**config.mk**
```make
export PLATFORM = sky130hd
export DESIGN_NAME = dvs_event_packetizer
export DESIGN_NICKNAME = d
export VERILOG_FILES = /design/src/rtl/dvs_event_packetizer.sv
export SDC_FILE = /design/constraint.sdc
export NUM_CORES = 1
export LEC_CHECK = 0
export ABC_AREA = 1
export CORE_UTILIZATION = 57
export DETAILED_ROUTE_END_ITERATION = 10
export PLACE_DENSITY = 0.95
export SLEW_MARGIN = 20
export SYNTH_ARGS = -nofsm -noshare
export SYNTH_HDL_FRONTEND = slang
export SYNTH_SLANG_ARGS = --single-unit
```
**constraint.sdc**
```tcl
create_clock -name clk -period 5.11 [get_ports clk]
set_input_delay 1.533 -clock clk [delete_from_list [all_inputs] [get_ports clk]]
set_output_delay 1.533 -clock clk [all_outputs]
set_load 0.05 [all_outputs]
```
**src/rtl/dvs_event_packetizer.sv**
```systemverilog
// DVS event packetizer: keeps a free-running microsecond timestamp, accepts
// pixel events, range-checks and stamps them, and serialises each accepted
// event into NUM_PKTS fixed-width RAVENS packets, most-significant word first.
// Optional delta mode replaces the absolute timestamp with the difference to
// the previously emitted event.
module dvs_event_packetizer #(
  parameter int DVS_WIDTH_PXLS        = 346,
  parameter int DVS_HEIGHT_PXLS       = 260,
  parameter int TIMESTAMP_US_BITS     = 48,
  parameter int CLK_PERIOD_US_DIVISOR = 1000,
  parameter int RAVENS_PKT_BITS       = 32,
  parameter int DELTA_MODE            = 0,
  localparam int X_BITS = $clog2(DVS_WIDTH_PXLS),
  localparam int Y_BITS = $clog2(DVS_HEIGHT_PXLS)
) (
  input  logic                         clk,
  input  logic                         rst_n,
  input  logic                         evt_valid,
  output logic                         evt_ready,
  input  logic [X_BITS-1:0]            evt_x,
  input  logic [Y_BITS-1:0]            evt_y,
  input  logic                         evt_pol,
  output logic                         pkt_valid,
  input  logic                         pkt_ready,
  output logic [RAVENS_PKT_BITS-1:0]   pkt_data,
  output logic                         pkt_last,
  output logic [TIMESTAMP_US_BITS-1:0] ts_us,
  output logic [15:0]                  drop_count
);

  localparam int EVENT_BITS = X_BITS + Y_BITS + 1 + TIMESTAMP_US_BITS;
  localparam int NUM_PKTS   = (EVENT_BITS + RAVENS_PKT_BITS - 1) / RAVENS_PKT_BITS;
  localparam int BUF_BITS   = NUM_PKTS * RAVENS_PKT_BITS;
  localparam int PS_BITS    = (CLK_PERIOD_US_DIVISOR > 1) ? $clog2(CLK_PERIOD_US_DIVISOR) : 1;
  localparam int IDX_BITS   = (NUM_PKTS > 1) ? $clog2(NUM_PKTS) : 1;

  localparam logic [PS_BITS-1:0]  PS_MAX   = PS_BITS'(CLK_PERIOD_US_DIVISOR - 1);
  localparam logic [IDX_BITS-1:0] IDX_LAST = IDX_BITS'(NUM_PKTS - 1);
  // Largest legal coordinates; W-1 always fits in clog2(W) bits.
  localparam logic [X_BITS-1:0]   X_MAX    = X_BITS'(DVS_WIDTH_PXLS - 1);
  localparam logic [Y_BITS-1:0]   Y_MAX    = Y_BITS'(DVS_HEIGHT_PXLS - 1);

  typedef enum logic {
    ST_IDLE = 1'b0,
    ST_SEND = 1'b1
  } state_t;

  state_t                       r_state;
  state_t                       w_state_next;
  logic [PS_BITS-1:0]           r_prescale;
  logic [TIMESTAMP_US_BITS-1:0] r_ts;
  logic [TIMESTAMP_US_BITS-1:0] r_last_ts;
  logic [15:0]                  r_drop_count;
  logic [BUF_BITS-1:0]          r_buf;
  logic [IDX_BITS-1:0]          r_idx;

  logic                         w_accept;
  logic                         w_in_range;
  logic                         w_load;
  logic                         w_drop;
  logic                         w_pkt_fire;
  logic                         w_at_last;
  logic [TIMESTAMP_US_BITS-1:0] w_ts_delta;
  logic [TIMESTAMP_US_BITS-1:0] w_ts_field;
  logic [EVENT_BITS-1:0]        w_event;
  logic [BUF_BITS-1:0]          w_buf_load;
  logic [IDX_BITS-1:0]          w_word_sel;
  logic [RAVENS_PKT_BITS-1:0]   w_words [NUM_PKTS];

  assign w_accept   = evt_valid & evt_ready;
  assign w_in_range = (evt_x <= X_MAX) && (evt_y <= Y_MAX);
  assign w_load     = w_accept & w_in_range;
  assign w_drop     = w_accept & ~w_in_range;
  assign w_pkt_fire = pkt_valid & pkt_ready;
  assign w_at_last  = (r_idx == IDX_LAST);

  // The stamp is the registered timestamp of the handshake cycle, so an event
  // taken on a prescaler wrap carries the pre-increment value.
  assign w_ts_delta = r_ts - r_last_ts;
  assign w_ts_field = (DELTA_MODE != 0) ? w_ts_delta : r_ts;
  assign w_event    = {evt_x, evt_y, evt_pol, w_ts_field};
  assign w_buf_load = BUF_BITS'(w_event);

  // Packet k is word NUM_PKTS-1-k of the buffer, so the top word leaves first.
  assign w_word_sel = IDX_LAST - r_idx;

  generate
    for (genvar gi = 0; gi < NUM_PKTS; gi++) begin : g_words
      assign w_words[gi] = r_buf[gi*RAVENS_PKT_BITS +: RAVENS_PKT_BITS];
    end
  endgenerate

  assign ts_us      = r_ts;
  assign drop_count = r_drop_count;

  // Prescaler and microsecond timestamp; ts wraps naturally at its width.
  always_ff @(posedge clk or negedge rst_n) begin
    if (!rst_n) begin
      r_prescale <= '0;
      r_ts       <= '0;
    end else if (r_prescale == PS_MAX) begin
      r_prescale <= '0;
      r_ts       <= r_ts + 1'b1;
    end else begin
      r_prescale <= r_prescale + 1'b1;
    end
  end

  // Saturating count of events rejected by the range check.
  always_ff @(posedge clk or negedge rst_n) begin
    if (!rst_n) begin
      r_drop_count <= '0;
    end else if (w_drop && (r_drop_count != 16'hFFFF)) begin
      r_drop_count <= r_drop_count + 16'd1;
    end
  end

  // Event buffer, packet index and last-emitted timestamp.
  always_ff @(posedge clk or negedge rst_n) begin
    if (!rst_n) begin
      r_buf     <= '0;
      r_idx     <= '0;
      r_last_ts <= '0;
    end else if (w_load) begin
      r_buf     <= w_buf_load;
      r_idx     <= '0;
      r_last_ts <= r_ts;
    end else if (w_pkt_fire && !w_at_last) begin
      r_idx <= r_idx + 1'b1;
    end
  end

  // State register.
  always_ff @(posedge clk or negedge rst_n) begin
    if (!rst_n) begin
      r_state <= ST_IDLE;
    end else begin
      r_state <= w_state_next;
    end
  end

  // Next state: a reload on the final packet keeps SEND with no bubble.
  always_comb begin
    w_state_next = r_state;
    case (r_state)
      ST_IDLE: begin
        if (w_load) begin
          w_state_next = ST_SEND;
        end
      end
      ST_SEND: begin
        if (w_pkt_fire && w_at_last) begin
          w_state_next = w_load ? ST_SEND : ST_IDLE;
        end
      end
      default: w_state_next = ST_IDLE;
    endcase
  end

  // Outputs: data is driven straight from the buffer, so it is stable under stall.
  always_comb begin
    evt_ready = 1'b0;
    pkt_valid = 1'b0;
    pkt_last  = 1'b0;
    pkt_data  = '0;
    case (r_state)
      ST_IDLE: begin
        evt_ready = 1'b1;
      end
      ST_SEND: begin
        pkt_valid = 1'b1;
        pkt_last  = w_at_last;
        pkt_data  = w_words[w_word_sel];
        evt_ready = w_at_last & pkt_ready;
      end
      default: begin
        evt_ready = 1'b0;
      end
    endcase
  end

endmodule

```
# Word level (Yosys, flattened, before mapping)
# Index checks and enable logic that the tools add are counted.
# totals
romBits	0
latch_bits	0
memories	0
inputBits	23
register_bits	144
output_inout_bits	99
ramBits	0
word_cells	44
# op_classes
n_addsub	5
multipliers	0
n_eq_ne	3
div	0
n_reduce_logical	6
muxes	13
bitwise_logic	8
n_lt_le_gt_ge	3
shift	0
# op_table
op	n
$mux 32	3
$bmux 32 s2	1
$add 48x1->48 const B	1
$le 9x9->1 const B	2
$add 16x1->16 const B	1
$ne 16x16->1 const B	1
$add 10x1->10 const B	1
$eq 10x10->1 const B	1
$mux 10	1
$and 1x1->1	5
$logic_and 1x1->1	4
$mux 1	4
$mux 2	2
$pmux 1 s2	2
$ge 3x3->1 const B	1
$not 2->3	1
$add 2x1->2 const B	1
$eq 2x2->1 const B	1
$not 1->1	2
$reduce_bool 2->1	1
$sub 2x2->2 const A	1
$logic_not 1->1	1

# Logic depth before layout (Yosys ltp)
# Gate-level depths: netlist of run 1.
# depth
depth_word	8
depth_mapped	11
mapped_depth_nobuf	11

# Worst setup path before layout of run 1
# No wires, ideal clock.
# synth_timing
path_type	reg2out
from	register r_idx[0]
to	output port pkt_data[10]
slack_ns	1.346
required_time_ns	3.577
path_buffers	2
path_stages_with_launch	8
arrival_ns	2.231
cell_sequence	dfrtp_1 > clkbuf_1 > inv_1 > ha_1 > nor2_1 > buf_1 > o21ai_0 > a21oi_1
# synth_via
elab_chain_cells	6
# synth_rtl
item	line_no	source
start, declared	55	logic [IDX_BITS-1:0] r_idx;
start signal, assigned	129	r_idx <= r_idx + 1'b1;
$sub 2x2->2	85	assign w_word_sel = IDX_LAST - r_idx;
$not 2->3 (not written as such)	173	pkt_data = w_words[w_word_sel];
$bmux 32 s2	173	
$mux 32 (not written as such) (2 in a row)	173	
$mux 32	166	case (r_state)
end, declared	25	output logic [RAVENS_PKT_BITS-1:0] pkt_data,
# Every way passes these cells. The select of a mux whose other input is x is not followed.

# Final worst setup path of run 1
# layout_timing
from	input port pkt_ready
to	output port evt_ready
# layout_via
elab_chain_cells	2
# layout_rtl
item	line_no	source
start, declared	24	input logic pkt_ready,
$and 1x1->1	174	evt_ready = w_at_last & pkt_ready;
$pmux 1 s2	166	
end, declared	19	output logic evt_ready,
# Every way passes these cells.

==> results of run 1 <==
## layer usage
| metal | share of wire (%) | vias to the layer above | global-route usage, % |
|---|---|---|---|
| met3 | 9.0 | 97 | 6.638 |
| met1 | 40 | 3494 | 42.95 |
| met4 | 4.0 | 0 | 15.46 |
| li1 | - | 3464 | - |
| met2 | 47 | 424 | 52.63 |
| met5 | 0 | - | 0 |
## path summary, 6_finish.rpt
path | startpoint | to | slack, ps
max in group asynchronous | rst_n | r_prescale[6] | 3010
min | r_buf[15] | r_buf[15] | 520
min in group asynchronous | rst_n | r_buf[65] | 1180
max reg2reg | r_prescale[0] | ts_us[47] | 2480
min reg2reg | r_buf[15] | r_buf[15] | 520
max | pkt_ready | evt_ready | 450
## registers in the layout (all words and copies together) (netlist names)
register and cells:
r_prescale 10, r_state 1, ts_us 48, r_buf 67, r_idx 2, drop_count 16
## critical path: stages
cell             delay, ps
clkdlybuf4s50_1        430
a21oi_1                350
inv_1                  100
clkdlybuf4s50_1        710
## cell type report
class,count,area (sq um),share of cell area [%]
Inverter,147,551.8,5.631
Sequential cell,144,3603,36.77
Clock buffer,23,467.9,4.775
Tap cell,172,215.2,2.196
Multi-Input combinational cell,708,3286,33.53
Timing Repair Buffer,127,1590,16.23
Clock inverter,9,85.08,0.8682
## cell families after synthesis
family	count (synthesis)	synth area share, %
AO/OA/AOI/OAI	160	10.69
XOR/XNOR	38	4.375
adder cells (fa/ha/maj)	4	0.6579
buffers and inverters	175	9.441
flip-flops	144	47.37
AND/OR/NAND/NOR	506	27.47
## where the power goes
group          internal, W  total (W)  switching (W)
clock network     0.000693    0.00117       0.000473
logic             0.000927    0.00242        0.00149
registers          0.00139    0.00153       0.000139
total              0.00301    0.00511        0.00211
## metrics by stage
step                      util [%]  setup WS [ps]  instance area (sq um)  cells  hold WS [ps]
final                        76.41          454.9                   9799   1330         521.3
after global routing         76.41          335.6                   9799   1330         535.1
after CTS                    76.41          455.9                   9799   1330         520.1
after detailed placement     72.10          463.1                   9246   1298         506.3
after global placement       72.10          508.3                   9246   1298         497.5
after floorplan                  -           1346                   7607   1027         486.1
## Yosys cell counts (2+ instances only)
cell type | instances | share of area [%]
a21oi_1 | 36 | 2.4
buf_2 | 7 | 0.46
buf_6 | 7 | 1.0
clkbuf_1 | 13 | 0.64
dfrtp_1 | 144 | 47
ha_1 | 4 | 0.66
inv_1 | 146 | 7.2
nand2_1 | 298 | 15
nand3_1 | 39 | 2.6
nand3_2 | 2 | 0.26
nand3b_1 | 2 | 0.20
nand4_1 | 20 | 1.6
nor2_1 | 120 | 5.9
nor2_4 | 2 | 0.30
nor3_1 | 15 | 0.99
o21ai_0 | 81 | 5.3
o21ai_1 | 37 | 2.4
o22ai_1 | 2 | 0.16
xnor2_1 | 13 | 1.5
xor2_1 | 25 | 2.9
==> metrics.txt, run 1 <==
clock tree sinks=144; DRT Wirelength=22.06 mm; Top FF cell, synth=dfrtp_1; Mapped Nets=1,054; fin crit share=91.10%; CTS buffer count=17; die height=117.5 um; Unique masters post-synth=34; number of routed nets with antenna violations=0; Area Growth Syn to Fin=28.82%; initial antenna violation count=0; Sum Neg Setup Slack=0 ps; # IOs=122; die footprint=13,810 sq um; critical path type=primary input to primary output; most frequent cells in the layout=298 x nand2_1, 146 x inv_1, 144 x dfrtp_1, 120 x nor2_1, 88 x clkdlybuf4s50_1; Fin. Hold Viols=0; DP HPWL=15.12 mm; min Tclk post-route=4655 ps; WL/cell=16.59 um; H-tree Lvls=4; CTS tree=built; Initial DRT Pass Iterations=6; Min-Delay Path Class=flip-flop to flip-flop; maximum clock path buffer count=2; remaining global-route overflow=0; hold path cells=2; root buffer cell=clkbuf_16; Crit. End Element=primary output; clock latency on the worst-skew pair=430 ps; fillers=864; post_cts resized=0; worst slew pin tran=844.3 ps; routed vias/inst=5.623; vias=7,479; layout net count=1,172; chip width=117.5 um; outcome=finished, final reports clean; Highest Clock Rate=214.8 MHz; Critical Path RT=3580 ps; global placement routability congestion=0.9643; most common cell after layout, fill and taps aside=nand2_1; Pwr Total=0.005114 W; number of synthesized flops with an enable pin=0; max-slew violation count=0; Seq cells post-synth=144; largest net degree at the start of global routing=137; Seq/Total Area, Yosys=47.37%; max-cap viol count=0; Clock Skew=9.624 ps; asr flop ratio synth=100.0%; Post-Synthesis Cells=1,027; syn_area_per_cell=7.407 sq um; Reg clk slew, reported paths=50 ps; Antenna diodes=0; Data arrival, critical path=3120 ps; row cnt=41; total number of yosys warnings=0; PD cells=521.8 nW/um^2; VDD IR max=0.0002793 V; first-pass GRT wire length=35.60 mm; # DRC=0; Initial Util=59.32%; worst slew margin relative to its limit=43.71%; CP startpoint kind=primary input; post-CTS setup buffers=0; area of the mapped netlist=7607 sq um; vias in the first global route=7,149; Post-CTS Hold Buffers=0; Core Area=12,820 sq um; RSZ-0062 raised after global routing=false; # port buffers=121; final number of setup-violating endpoints=0; layout cells sized above 1=6.563%; r2r worst-path depth=8; GRT Total Usage=32.83%; Pleak=4.303 nW; Initial DRC Count=904; CP Max Fanout=3
Power figures use the tool's default switching activity.
==> inputs of run 2 (changes only) <==
DONT_BUFFER_PORTS = 1   (was not set)
PLACE_DENSITY = 0.83   (was 0.95)
==> run 2 against run 1 <==
Setup slack improved by 410 ps. Wire length fell by 12%. Critical path depth rose by 3. Die area did not move. Hold slack barely moved. Critical path type is now flip-flop to primary output. Critical endpoint is now pkt_data[17]. Highest routed layer unchanged.
==> metrics.txt, run 2 (same netlist as run 1, synthesis figures left out) <==
DP Worst Slack=1330 ps; final worst setup slack=864.0 ps; clock latency on the worst-skew pair=430 ps; final core occ=66.34%; Highest Clock Rate=235.5 MHz; remaining global-route overflow=0; Hold WS=521.5 ps; clock tree sinks=144; CP Max Fanout=19; worst slew margin relative to its limit=47.94%; GRT Total Usage=29.62%; post_cts resized=0; most common cell after layout, fill and taps aside=nand2_1; number of routed nets with antenna violations=0; # DRC=0; layout cells sized above 1=7.310%; R2R Setup Slk=2630 ps; chip width=117.5 um; Reg clk slew, reported paths=60 ps; root buffer cell=clkbuf_16; die footprint=13,810 sq um; Pleak=3.879 nW; H-tree Lvls=4; post-CTS setup buffers=0; largest net degree at the start of global routing=145; hold path startpoint=r_buf[30]; Fin. Hold Viols=0; Core Area=12,820 sq um; Min-Delay Path Class=flip-flop to flip-flop; Antenna diodes=0; outcome=finished, final reports clean; r2r worst-path depth=8; CP startpoint kind=flip-flop; layout net count=1,081; hold path cells=2; Clock Skew=8.288 ps; Sum Neg Setup Slack=0 ps; Crit. End Element=primary output; vias=6,697; Largest register FFs=67; worst slew pin tran=780.9 ps; Critical Path RT=3580 ps; fin crit share=83.09%; # IOs=122; CTS tree=built; WL/cell=15.73 um; DP HPWL=13.93 mm; Data arrival, critical path=2710 ps; vias in the first global route=6,228; min Tclk post-route=4246 ps; row cnt=41; routed vias/inst=5.405; Reg-to-Reg End=ts_us[23]; Hold Path Sink=r_buf[30]; max-cap viol count=0; Reg with most FFs=r_buf; Pwr Total=0.004480 W; crit path from=r_idx[0]; Area Growth Syn to Fin=11.84%; most frequent cells in the layout=298 x nand2_1, 146 x inv_1, 143 x dfrtp_1, 120 x nor2_1, 80 x o21ai_0; maximum clock path buffer count=2; origin of the critical flop-to-flop path=r_prescale[0]; Post-CTS Hold Buffers=0; Initial DRT Pass Iterations=5; max-slew violation count=0; CTS buffer count=17; final number of setup-violating endpoints=0; critical path type=flip-flop to primary output; global placement routability congestion=1.005; RSZ-0062 raised after global routing=false; first-pass GRT wire length=31.79 mm; Initial Util=59.32%; die height=117.5 um; fillers=1,083; # port buffers=0; initial antenna violation count=0; VDD IR max=0.0002291 V; Initial DRC Count=692; PD cells=526.6 nW/um^2; DRT Wirelength=19.49 mm
## run 2: changes by cell type in the layout (fill, tap and decap cells not counted), moves of 3 or more
cell	delta
clkbuf_1	-4
buf_4	+29
clkinv_2	+3
buf_12	-31
clkdlybuf4s50_1	-88
## run 2: worst max path at each step
stage	end	cells after the start
5_1_grt	pkt_data[10]	6
2_1_floorplan	pkt_data[10]	7
3_5_place_dp	pkt_data[20]	7
4_1_cts	pkt_data[10]	7
6_report	pkt_data[17]	7
3_3_place_gp	evt_ready	2
## run 2: critical path: stages, from the launching register on
cell and delay, ps:
dfrtp_2 400, inv_1 170, ha_1 290, nor2_1 530, buf_4 340, o21ai_0 140
a21oi_1 180, buf_4 230
## run 2: final cells by class
| cell class | count | area (sq um) | share of cell area, % |
|---|---|---|---|
| clock buffers | 18 | 439.2 | 5.162 |
| clock inverters | 14 | 116.4 | 1.368 |
| inverters | 147 | 551.8 | 6.485 |
| multi-input cells | 708 | 3286 | 38.62 |
| flip-flops and latches | 144 | 3605 | 42.37 |
| well taps | 172 | 215.2 | 2.529 |
| repair buffers | 36 | 295.3 | 3.471 |
## run 2: power breakdown
group	switching (W)	total [W]	internal, W
sequential	0.000292	0.00168	0.00138
clock	0.000484	0.00116	0.000677
combinational	0.00117	0.00164	0.000471
total	0.00195	0.00448	0.00253
## run 2: per-stage QoR
| stage | cells | area, sq um |
|---|---|---|
| 2_1_floorplan | 1027 | 7607 |
| 3_3_place_gp | 1207 | 7953 |
| 3_5_place_dp | 1207 | 7953 |
| 4_1_cts | 1239 | 8508 |
| 5_1_grt | 1239 | 8508 |
| 6_report | 1239 | 8508 |
## run 2: per-layer routing
layer | global-route usage, % | vias to the layer above | part of all wire [%] | routed length, um
li1 | - | 3294 | - | -
met1 | 38.82 | 3093 | 43 | 8460
met2 | 45.41 | 265 | 46 | 8937
met3 | 9.254 | 45 | 7.7 | 1501
met4 | 12.82 | 0 | 3.0 | 586
met5 | 0 | - | 0 | 0
